`src/rtl/bcd4_to_bin_pkg.sv`:
```
// Shared types and constants for the BCD-to-binary converter.
// Holds the converter state encoding and the digit/width constants
// used by the top, the multiply-accumulate stage and the interface.
package bcd4_to_bin_pkg;

  typedef enum logic [1:0] {
    IDLE = 2'd0,
    CONV = 2'd1,
    FIN  = 2'd2
  } state_t;

  localparam logic [3:0] DIGIT_MAX  = 4'd9;
  localparam int         NUM_DIGITS = 4;
  localparam int         VALUE_W    = 14;

endpackage

```
`src/rtl/bcd4_to_bin_if.sv`:
```
// Handshake/data bundle between a requester and bcd4_to_bin.
// Ports: start, A (ones), B (tens), C (hundreds), D (thousands) from master;
//        value, done, busy, err returned by the converter (slave).
interface bcd4_to_bin_if;
  import bcd4_to_bin_pkg::*;

  logic               start;
  logic [3:0]         A;
  logic [3:0]         B;
  logic [3:0]         C;
  logic [3:0]         D;
  logic [VALUE_W-1:0] value;
  logic               done;
  logic               busy;
  logic               err;

  modport master (
    output start, A, B, C, D,
    input  value, done, busy, err
  );

  modport slave (
    input  start, A, B, C, D,
    output value, done, busy, err
  );
endinterface

```
`src/rtl/bcd4_to_bin_bcd_mac10.sv`:
```
// One decimal step of the conversion: result = acc*10 + digit.
// Ports: acc, digit in; result (truncated to VALUE_W), illegal (digit > 9),
//        ovf (truncated product bits were non-zero) out. Purely combinational.
module bcd_mac10
  import bcd4_to_bin_pkg::*;
(
  input  logic [VALUE_W-1:0] acc,
  input  logic [3:0]         digit,
  output logic [VALUE_W-1:0] result,
  output logic               illegal,
  output logic               ovf
);
  localparam int PROD_W = 17;

  logic [PROD_W-1:0] acc_w;
  logic [PROD_W-1:0] wide;

  // x10 as x8 + x2, evaluated wide so the shifts never lose bits
  assign acc_w   = PROD_W'(acc);
  assign wide    = (acc_w << 3) + (acc_w << 1) + PROD_W'(digit);
  assign result  = wide[VALUE_W-1:0];
  assign ovf     = |wide[PROD_W-1:VALUE_W];
  assign illegal = (digit > DIGIT_MAX);
endmodule

```
`src/rtl/bcd4_to_bin.sv`:
```
// Converts four BCD digits (D..A, thousands..ones) to a 14-bit binary value.
// Ports: clk, rst (async active-low), bus (slave): start/A..D in; value/done/busy/err out.
// Fixed 5-cycle latency; start ignored while busy or finishing. Optional
// BCD4_TO_BIN_LEADING_BLANK_EN lets leading BLANK_CODE digits count as 0.
module bcd4_to_bin
  import bcd4_to_bin_pkg::*;
#(
  parameter logic [3:0] BLANK_CODE = 4'hF
) (
  input  logic         clk,
  input  logic         rst,
  bcd4_to_bin_if.slave bus
);
  localparam int IDX_W = $clog2(NUM_DIGITS);

  state_t             state;
  logic [3:0]         dig [NUM_DIGITS];
  logic [VALUE_W-1:0] acc;
  logic [IDX_W-1:0]   idx;
  logic               err_acc;

  logic [3:0]         cur;
  logic [3:0]         mac_digit;
  logic [VALUE_W-1:0] mac_acc;
  logic               mac_illegal;
  logic               mac_ovf;
  logic               blank_err;

  assign cur = dig[idx];

`ifdef BCD4_TO_BIN_LEADING_BLANK_EN
  // leading stays set only while every digit seen so far was blank
  logic leading;
  logic lead_blank;

  assign lead_blank = leading && (cur == BLANK_CODE);
  assign mac_digit  = lead_blank ? 4'd0 : cur;
  assign blank_err  = !leading && (cur == BLANK_CODE);
`else
  // blank is always illegal; checked explicitly in case BLANK_CODE <= 9
  assign mac_digit  = cur;
  assign blank_err  = (cur == BLANK_CODE);
`endif

  bcd_mac10 u_mac (
    .acc     (acc),
    .digit   (mac_digit),
    .result  (mac_acc),
    .illegal (mac_illegal),
    .ovf     (mac_ovf)
  );

  always_ff @(posedge clk or negedge rst) begin
    if (!rst) begin
      state     <= IDLE;
      acc       <= '0;
      idx       <= IDX_W'(NUM_DIGITS - 1);
      err_acc   <= 1'b0;
      for (int i = 0; i < NUM_DIGITS; i++) dig[i] <= '0;
`ifdef BCD4_TO_BIN_LEADING_BLANK_EN
      leading   <= 1'b1;
`endif
      bus.value <= '0;
      bus.done  <= 1'b0;
      bus.busy  <= 1'b0;
      bus.err   <= 1'b0;
    end else begin
      bus.done <= 1'b0;
      case (state)
        IDLE: begin
          if (bus.start) begin
            dig[3]   <= bus.D;
            dig[2]   <= bus.C;
            dig[1]   <= bus.B;
            dig[0]   <= bus.A;
            acc      <= '0;
            idx      <= IDX_W'(NUM_DIGITS - 1);
            err_acc  <= 1'b0;
`ifdef BCD4_TO_BIN_LEADING_BLANK_EN
            leading  <= 1'b1;
`endif
            bus.busy <= 1'b1;
            state    <= CONV;
          end
        end
        CONV: begin
          acc     <= mac_acc;
          // ovf cannot fire for legal digits; kept as a guard on the truncation
          err_acc <= err_acc | mac_illegal | mac_ovf | blank_err;
`ifdef BCD4_TO_BIN_LEADING_BLANK_EN
          leading <= lead_blank;
`endif
          idx     <= idx - 1'b1;
          if (idx == '0) state <= FIN;
        end
        FIN: begin
          bus.value <= err_acc ? '0 : acc;
          bus.err   <= err_acc;
          bus.done  <= 1'b1;
          bus.busy  <= 1'b0;
          state     <= IDLE;
        end
        default: state <= IDLE;
      endcase
    end
  end
endmodule

```
`src/flat_wrapper.sv`:
```
// flat-port wrapper written by rule: the top's interface ports become plain ports
module bcd4_to_bin_flat import bcd4_to_bin_pkg::*;
#(
  parameter logic [3:0] BLANK_CODE = 4'hF
)
  (clk, rst, bus_start, bus_A, bus_B, bus_C, bus_D, bus_value, bus_done, bus_busy, bus_err);
  bcd4_to_bin_if bus_i ();
  input  logic clk;
  input  logic rst;
  input wire logic [$bits(bus_i.start)-1:0] bus_start;
  input wire logic [$bits(bus_i.A)-1:0] bus_A;
  input wire logic [$bits(bus_i.B)-1:0] bus_B;
  input wire logic [$bits(bus_i.C)-1:0] bus_C;
  input wire logic [$bits(bus_i.D)-1:0] bus_D;
  output wire logic [$bits(bus_i.value)-1:0] bus_value;
  output wire logic [$bits(bus_i.done)-1:0] bus_done;
  output wire logic [$bits(bus_i.busy)-1:0] bus_busy;
  output wire logic [$bits(bus_i.err)-1:0] bus_err;
  assign bus_i.start = bus_start;
  assign bus_i.A = bus_A;
  assign bus_i.B = bus_B;
  assign bus_i.C = bus_C;
  assign bus_i.D = bus_D;
  assign bus_value = bus_i.value;
  assign bus_done = bus_i.done;
  assign bus_busy = bus_i.busy;
  assign bus_err = bus_i.err;
  bcd4_to_bin #(.BLANK_CODE(BLANK_CODE)) u_core (.clk(clk), .rst(rst), .bus(bus_i));
endmodule
```
`config.mk`:
```
export PLATFORM = sky130hd
export DESIGN_NAME = bcd4_to_bin_flat
export DESIGN_NICKNAME = d
export VERILOG_FILES = /design/src/rtl/bcd4_to_bin_pkg.sv /design/src/rtl/bcd4_to_bin_if.sv /design/src/rtl/bcd4_to_bin_bcd_mac10.sv /design/src/rtl/bcd4_to_bin.sv /design/src/flat_wrapper.sv
export SDC_FILE = /design/constraint.sdc
export NUM_CORES = 1
export LEC_CHECK = 0
export ABC_AREA = 1
export ABC_CLOCK_PERIOD_IN_PS = 3100
export BUFFER_PORTS_ARGS = -buffer_cell sky130_fd_sc_hd__buf_4
export CORE_ASPECT_RATIO = 0.6
export CORE_MARGIN = 8
export CORE_UTILIZATION = 33
export CTS_BUF_LIST = sky130_fd_sc_hd__clkbuf_8
export CTS_CLUSTER_SIZE = 30
export DETAILED_ROUTE_END_ITERATION = 8
export GPL_ROUTABILITY_DRIVEN = 0
export GPL_TIMING_DRIVEN = 0
export SETUP_SLACK_MARGIN = 0.02
export SYNTH_ARGS = -nofsm -noshare
export SYNTH_HDL_FRONTEND = slang
export SYNTH_HIERARCHICAL = 1
export SYNTH_SLANG_ARGS = --single-unit
```
`constraint.sdc`:
```
create_clock -name clk -period 3.1 [get_ports clk]
set_input_delay 0.465 -clock clk [delete_from_list [all_inputs] [get_ports clk]]
set_output_delay 0.465 -clock clk [all_outputs]
set_load 0.02 [all_outputs]
```
==> results_dict.tcl, run 1 <==
set metrics [dict create \
    drv_cap 0 \
    initial_utilization 0.345 \
    syn_inst 372 \
    cts.sinks 52 \
    antenna_found_initial 0 \
    grt_pass1_vias 2431 \
    synth_fp_nets 421 \
    root_buffer "clkbuf_8" \
    worstPathRequired_ns 3.31 \
    min_period_over_period 0.952 \
    io_buffers 35 \
    clock.fmax_mhz 339 \
    ys.flop_type "dfrtp_1" \
    drt_iter0_markers 156 \
    max-clock-path-buffers 2 \
    avgSynthCellArea_um2 8.60 \
    grt_max_degree 53 \
    area_growth_pct 20.2 \
    ys_seq_elements 52 \
    grt_pass1_wl_um 12400 \
    finClkSkew_ns 0.00595 \
    finalInstanceArea_um2 3850 \
    synth_top_area_frac 0.391 \
    synth_top_cell_by_area "dfrtp_1" \
    tightest_slew_ns 0.658 \
    cts_buffers 5 \
    critPathLaunch "u_core/idx[0]" \
    dieWidth_um 143 \
    status "finished clean" \
    critPathCaptureType "register" \
    dpl_cell_area_um2 3630 \
    synth_warnings 6 \
    period_needed_ns 2.95 \
    stdcell_count 550 \
    async_reset_ff_frac 1.00 \
    placementRows 27 \
    cts.reportedPaths.clkPinSlew_ns 0.10 \
    antenna_cells 0 \
    synth_area_leaders "dfrtp_1 (39%), nand2_1 (12%), ha_1 (11%)" \
    holdCritPathClass "in -> async" \
    grt_overflow 0 \
    insertion_delay_ns 0.31 \
    worst-setup-path-type "reg -> reg" \
    setup_viol 0 \
    cts_tree "yes" \
    placed_cells 537 \
    drv_slew 0 \
    slew_headroom 0.561 \
    ys_types 32 \
    drcViolationCount 0 \
    place_hpwl_um 5860 \
    rsz0062_at_grt "yes" \
    dr.pass1.iters 4 \
    post_drt_wl_per_cell_um 13.7 \
    arrival_ns 3.16 \
    drt-vias-per-instance 4.53 \
    grtUsageTotal 0.117 \
    path_max_fanout 4 \
    cts_max_level 2 \
    final_layout_size_suffix_gt1_frac 0.283 \
    routed_wl_um 7510 \
    num-nets-final 468 \
    io_pins 36 \
    dieArea_um2 13200 \
    finalHoldViolCount 0 \
    ant_nets 0 \
    pre_cts_ws_ns -0.132 \
    core-area_um2 9290 \
    num_vias 2493 \
    startpoint_type "register" \
    synth-edff-count 0 \
    synth_area_um2 3200 \
    r2r_start "u_core/idx[0]" \
    ys_seq_area_frac 0.407 \
    die_h_um 92.3 \
    setup_tns_ns 0 \
    final.setup.worst_slack_ns 0.149 \
]
-- worst max-delay path, stage by stage (launching register included) --
cell and delay (ns):
dfstp_2 0.54, buf_6 0.13, nand2_2 0.05, nand3_2 0.06
nand2_2 0.08, inv_2 0.06, inv_2 0.04, fa_1 0.52
inv_2 0.05, fa_2 0.37, nand3_2 0.10, nand2_4 0.08
nand2_4 0.09, nand2_4 0.06, nand2_2 0.07, nand2_1 0.05
nand2_1 0.06, nand2_1 0.06, inv_2 0.06, nand2_2 0.06
nor3_2 0.09, nand2_1 0.06, nand2_1 0.06, nand2_1 0.04
-- cells by family after synthesis --
| logic type | count (synthesis) | share of synthesized area |
|---|---|---|
| AOI/OAI and AO/OA | 42 | 0.0790 |
| buffers and inverters | 64 | 0.0883 |
| muxes | 16 | 0.0657 |
| adders and majority gates | 30 | 0.122 |
| DFF | 52 | 0.407 |
| xor gates and xnor gates | 10 | 0.0274 |
| and+or+nand+nor | 158 | 0.210 |
-- worst paths after layout --
kind | to | slack (ns) | depth (start not counted)
max in group asynchronous | u_core/acc[3] | 2.48 | 1
setup reg to reg | u_core/err_acc | 0.15 | 23
min in group clk | u_core/dig[0] | 0.38 | 2
hold / removal | u_core/bus.value[10] | 0.17 | 1
setup / recovery | u_core/err_acc | 0.15 | 23
hold reg to reg | u_core/bus.value[9] | 0.49 | 2
-- metal layers --
metal / vias up / wire (um) / global-route usage
met5: - / 0 / 0
met4: 0 / 15 / 0.0106
met1: 1170 / 4350 / 0.187
li1: 1274 / - / -
met3: 2 / 381 / 0.0336
met2: 47 / 2760 / 0.152
-- through the flow --
| stage | hold WS, ns | utilization |
|---|---|---|
| floorplan | 0.169 | - |
| global placement | 0.461 | 0.390 |
| detailed placement | 0.471 | 0.390 |
| CTS | 0.198 | 0.406 |
| global route | 0.224 | 0.414 |
| finish | 0.167 | 0.414 |
-- registers in the layout, summed over array words and instances (netlist names) --
register / cells
u_core/acc: 14
u_core/bus.busy: 1
u_core/bus.done: 1
u_core/bus.err: 1
u_core/bus.value: 14
u_core/dig: 16
u_core/err_acc: 1
u_core/idx: 2
u_core/state: 2
-- cells in the final DEF, fill, tap and decap left out, drive strengths merged, types with 2 or more instances in the layout --
cell type,instances
fa,2
dfrtp,50
nand2,111
o21ai,30
xor2,7
a21oi,10
xnor2,3
nor2,22
dfstp,2
nor3,2
buf,47
clkbuf,7
nand3,22
ha,28
mux2,16
inv,57
-- synth_stat cells (all sizes together), types with 2 or more instances --
| library cell | number |
|---|---|
| nand2 | 111 |
| inv | 56 |
| dfrtp | 50 |
| o21ai | 30 |
| ha | 28 |
| nand3 | 22 |
| nor2 | 22 |
| mux2 | 16 |
| a21oi | 10 |
| buf | 7 |
| xor2 | 7 |
| xnor2 | 3 |
| dfstp | 2 |
| fa | 2 |
| nor3 | 2 |
-- final cells by class --
class | instances | area (um2)
multi-input cells | 256 | 1700
inverters | 56 | 215
clock buffers | 6 | 82.6
plain buffers | 7 | 58.8
fillers | 907 | 5440
flip-flops and latches | 52 | 1300
clock inverters | 2 | 11.3
repair buffers | 41 | 312
well taps | 130 | 163
-- what timing repair did --
action                                  in CTS  in global routing
hold buffers                                 0                  0
gates resized for setup                      8                 20
endpoints found under the setup margin       1                  1
hold endpoints to repair                     0                  0
buffers inserted                             2                  4
pin swaps                                    4                 13
Power of run 1 is not shown: default switching activity piles up to over one toggle a cycle in this logic, so the estimate is an artifact.
==> inputs of run 2 (changes only) <==
Settings changed: CORE_UTILIZATION 33 to 55, PLACE_DENSITY from default to 0.89, SETUP_SLACK_MARGIN 0.02 to default.
==> results_dict.tcl, run 2 (synthesis gave the netlist of run 1 again) <==
set metrics [dict create \
    nFillCells 421 \
    final.setup.worst_slack_ns 0.0625 \
    r2r_start "u_core/idx[0]" \
    grt_overflow 0 \
    path_max_fanout 5 \
    setup_viol 0 \
    critPathBufInv 5 \
    critical-path-top-delay-family "simple AND/OR/NAND/NOR gates" \
    io_buffers 35 \
    worstPathRequired_ns 3.30 \
    max-clock-path-buffers 2 \
    grt_pass1_wl_um 12800 \
    min_period_over_period 0.980 \
    cts_max_level 2 \
    cts_buffers 5 \
    drv_slew 0 \
    die_h_um 75.1 \
    cts_tree "yes" \
    worst-setup-path-type "reg -> reg" \
    setup_tns_ns 0 \
    drcViolationCount 0 \
    grt_max_degree 53 \
    drv_cap 0 \
    top_register "u_core/dig" \
    top_regs "u_core/dig (16), u_core/acc (14), u_core/bus.value (14)" \
    period_needed_ns 3.04 \
    routed_wl_um 7950 \
    pre_cts_ws_ns -0.0504 \
    dr.pass1.iters 5 \
    core-area_um2 5600 \
    stdcell_count 502 \
    rsz0062_at_grt "yes" \
    final_layout_size_suffix_gt1_frac 0.287 \
    dieWidth_um 114 \
    grt_pass1_vias 2672 \
    hold_slack_ns 0.180 \
    placed_cells 487 \
    antenna_cells 0 \
    startpoint_type "register" \
    dieArea_um2 8600 \
    io_pins 36 \
    insertion_delay_ns 0.30 \
    post_drt_wl_per_cell_um 15.8 \
    slew_headroom 0.564 \
    placementRows 21 \
    root_buffer "clkbuf_8" \
    place_hpwl_um 5640 \
    num-nets-final 471 \
    drt_iter0_markers 248 \
    status "finished clean" \
    tightest_slew_ns 0.655 \
    arrival_ns 3.24 \
    finClkSkew_ns 0.00377 \
    drt-vias-per-instance 5.39 \
    slowest_delay_ns 0.39 \
    crit_chain "buf_6 > buf_4 > buf_4 > nand2_1 > nand3_1 > nand2_1 > inv_1 > ha_1 > ha_4 > fa_2 > nand3_2 > nand2_4 > nand2_4 > nand2_4 > nand2_4 > nand2_2 > nand2_2 > nand2_1 > inv_1 > nand2_1 > nor3_1 > nand2_1 > nand2_1 > nand2_1" \
    antenna_found_initial 0 \
    crit_slowest_cell "fa_2" \
    initial_utilization 0.572 \
    clock.fmax_mhz 329 \
    finalHoldViolCount 0 \
    largest_reg_flops 16 \
    holdCritPathClass "in -> async" \
    cp_common_cell "nand2_1" \
    num_vias 2705 \
    cts.reportedPaths.clkPinSlew_ns 0.09 \
    cts.sinks 52 \
    area_growth_pct 20.5 \
    ant_nets 0 \
    critPathLaunch "u_core/idx[0]" \
    layout_commonest_cell "nand2_1" \
    final_cell_mix "nand2_1 (96), dfrtp_1 (50), inv_1 (49), buf_4 (46), ha_1 (25)" \
    critPathCaptureType "register" \
    grtUsageTotal 0.190 \
]
[run 2: changes by cell type in the layout (fill, tap and decap cells not counted), sizes merged]
cell / delta
inv: -1
clkinvlp: -1
clkbuf: -1
bufinv: +2
buf: +3
[run 2: worst paths after layout]
kind                                         to  slack [ns]  cells past startpoint
min in group clk                 u_core/dig[14]        0.39                      2
min reg2reg                 u_core/bus.value[6]        0.49                      2
min                        u_core/bus.value[12]        0.18                      1
max in group asynchronous         u_core/acc[2]        2.48                      1
max reg2reg                      u_core/err_acc        0.06                     24
max                              u_core/err_acc        0.06                     24
[run 2: repair_timing]
item / 4_1_cts / 5_1_grt
resized for setup: 2 / 26
setup buffers: 2 / 7
endpoints found under the setup margin: 1 / 5
hold buffers: 0 / 0
pin swaps: 1 / 15
gates cloned: 0 / 0
[run 2: metal layers]
| layer | routed length, um | GRT usage | vias to the layer above |
|---|---|---|---|
| met5 | 0 | 0 | - |
| met4 | 103 | 0.0439 | 0 |
| met3 | 622 | 0.0400 | 13 |
| met2 | 3640 | 0.306 | 134 |
| met1 | 3590 | 0.257 | 1283 |
| li1 | - | - | 1275 |
[run 2: cell type report]
class,instances,area [um2],area share
Tap cell,80,100,0.0260
Inverter,56,215,0.0558
Timing Repair Buffer,44,330,0.0857
Clock buffer,5,68.8,0.0178
Sequential cell,52,1300,0.338
Multi-Input combinational cell,256,1720,0.446
Buffer,7,58.8,0.0152
Clock inverter,2,60.1,0.0156
[run 2: per-stage QoR]
| step | cell area [um2] | utilization |
|---|---|---|
| floorplan | 3200 | - |
| global placement | 3560 | 0.637 |
| detailed placement | 3560 | 0.637 |
| CTS | 3710 | 0.663 |
| global route | 3860 | 0.689 |
| finish | 3860 | 0.689 |
Power of run 2 is left out for the same reason.
==> inputs of run 3 (changes only) <==
Settings changed: ABC_CLOCK_PERIOD_IN_PS 3100 to 3550, CORE_UTILIZATION 55 to 65, PLACE_DENSITY 0.89 to 0.95.
Clock period 3.1 ns to 3.55 ns, I/O delays scaled along.
==> results_dict.tcl, run 3 (synthesis gave the netlist of run 1 again) <==
set metrics [dict create \
    ant_nets 0 \
    wl_met3_um 657 \
    grt_pass1_vias 2612 \
    cts_setup_buffers 0 \
    cts_tree "yes" \
    max-clock-path-buffers 2 \
    drt-vias-per-instance 5.48 \
    routed_wl_um 7470 \
    initial_utilization 0.687 \
    place_hpwl_um 5640 \
    num-nets-final 463 \
    dieWidth_um 107 \
    setup_viol 0 \
    cts_buffers 5 \
    cp_common_cell "nand2_1" \
    drv_cap 0 \
    io_pins 36 \
    period_needed_ns 3.21 \
    clock.fmax_mhz 311 \
    largest_reg_flops 16 \
    grtUsageTotal 0.205 \
    final_layout_size_suffix_gt1_frac 0.224 \
    top_regs "u_core/dig (16), u_core/acc (14), u_core/bus.value (14)" \
    crit_chain "buf_6 > inv_4 > buf_6 > nand2_1 > nand3_1 > nand2_1 > inv_1 > ha_1 > ha_1 > fa_1 > nand3_1 > nand2_2 > nand2_1 > nand2_2 > nand2_1 > nand2_1 > nand2_1 > nand2_1 > inv_1 > nand2_1 > nor3_1 > nand2_1 > nand2_1 > nand2_1" \
    top_register "u_core/dig" \
    final_cell_mix "nand2_1 (106), inv_1 (53), dfrtp_1 (50), buf_4 (37), ha_1 (28)" \
    dr.pass1.iters 5 \
    cts_max_level 2 \
    worst-setup-path-type "reg -> reg" \
    cts_hold_buf 0 \
    area_growth_pct 13.6 \
    slowest_delay_ns 0.54 \
    drt_iter0_markers 221 \
    critPathCaptureType "register" \
    setup_tns_ns 0 \
    arrival_ns 3.43 \
    min_period_over_period 0.905 \
    core-area_um2 4660 \
    drv_slew 0 \
    cts.sinks 52 \
    insertion_delay_ns 0.31 \
    drcViolationCount 0 \
    die_h_um 70.4 \
    grt_max_degree 53 \
    grt_overflow 0 \
    cts.repair.resized 0 \
    post_drt_wl_per_cell_um 15.6 \
    finClkSkew_ns 0.00958 \
    met1_length_um 3360 \
    cts.reportedPaths.clkPinSlew_ns 0.10 \
    ff2ff_path_depth 24 \
    dieArea_um2 7500 \
    startpoint_type "register" \
    crit_slowest_cell "dfstp_2" \
    io_buffers 35 \
    finalHoldViolCount 0 \
    layout_commonest_cell "nand2_1" \
    tightest_slew_ns 0.657 \
    status "finished clean" \
    placementRows 19 \
    grt_pass1_wl_um 12400 \
    dr.max_layer_used "met4" \
    antenna_found_initial 0 \
    root_buffer "clkbuf_8" \
    worstPathRequired_ns 3.77 \
    slew_headroom 0.562 \
    antenna_cells 0 \
    holdCritPathClass "in -> async" \
    rsz0062_at_grt "no" \
    num_vias 2620 \
    path_max_fanout 10 \
    wl_met2_um 3250 \
]
run 3: cell types whose count changed in the layout (fill, tap and decap cells not counted), moves of 2 or more:
cell / previous run / this run
buf_4: 46 / 37
bufinv_16: 2 / 0
clkinvlp_4: 0 / 2
ha_1: 25 / 28
ha_4: 3 / 0
inv_1: 49 / 53
inv_2: 6 / 2
nand2_1: 96 / 106
nand2_2: 8 / 3
nand2_4: 7 / 2
nand3_1: 18 / 21
nand3_2: 4 / 1
run 3: layer usage:
metal / vias to the layer above / GRT usage
li1: 1263 / -
met1: 1224 / 0.273
met2: 114 / 0.315
met3: 19 / 0.0522
met4: 0 / 0.0698
met5: - / 0
run 3: area by class of cell:
| class | count | area [um2] |
|---|---|---|
| repair buffers | 35 | 263 |
| flip-flops and latches | 52 | 1300 |
| multi-input cells | 256 | 1610 |
| inverters | 56 | 213 |
| clock buffers | 5 | 68.8 |
| fillers | 313 | 1020 |
| well taps | 63 | 78.8 |
| clock inverters | 3 | 23.8 |
| plain buffers | 8 | 70.1 |
run 3: worst paths after layout:
check	end	from	slack [ns]
max reg2reg	u_core/err_acc	u_core/idx[0]	0.34
min	u_core/acc[11]	rst	0.23
max in group asynchronous	u_core/acc[2]	rst	2.87
min in group clk	u_core/dig[10]	bus_B[2]	0.44
min reg2reg	u_core/bus.busy	u_core/bus.busy	0.49
max	u_core/err_acc	u_core/idx[0]	0.34
run 3: per-stage QoR:
| step | instances | hold WS [ns] | worst slack, ns | util | cell area [um2] |
|---|---|---|---|---|---|
| 2_1_floorplan | 372 | 0.237 | 0.683 | - | 3200 |
| 3_3_place_gp | 470 | 0.462 | 0.488 | 0.760 | 3540 |
| 3_5_place_dp | 470 | 0.465 | 0.413 | 0.760 | 3540 |
| 4_1_cts | 478 | 0.261 | 0.375 | 0.780 | 3630 |
| 5_1_grt | 478 | 0.284 | 0.00125 | 0.780 | 3630 |
| 6_report | 478 | 0.235 | 0.337 | 0.780 | 3630 |
run 3: critical path, delay by kind of cell, from the launching register on:
kind | cells | cell delay (ns)
adder cells (fa/ha/maj) | 3 | 0.95
AND/OR/NAND/NOR | 16 | 1.20
flip-flops | 1 | 0.54
buffers and inverters | 5 | 0.42
Power of run 3 is left out for the same reason.
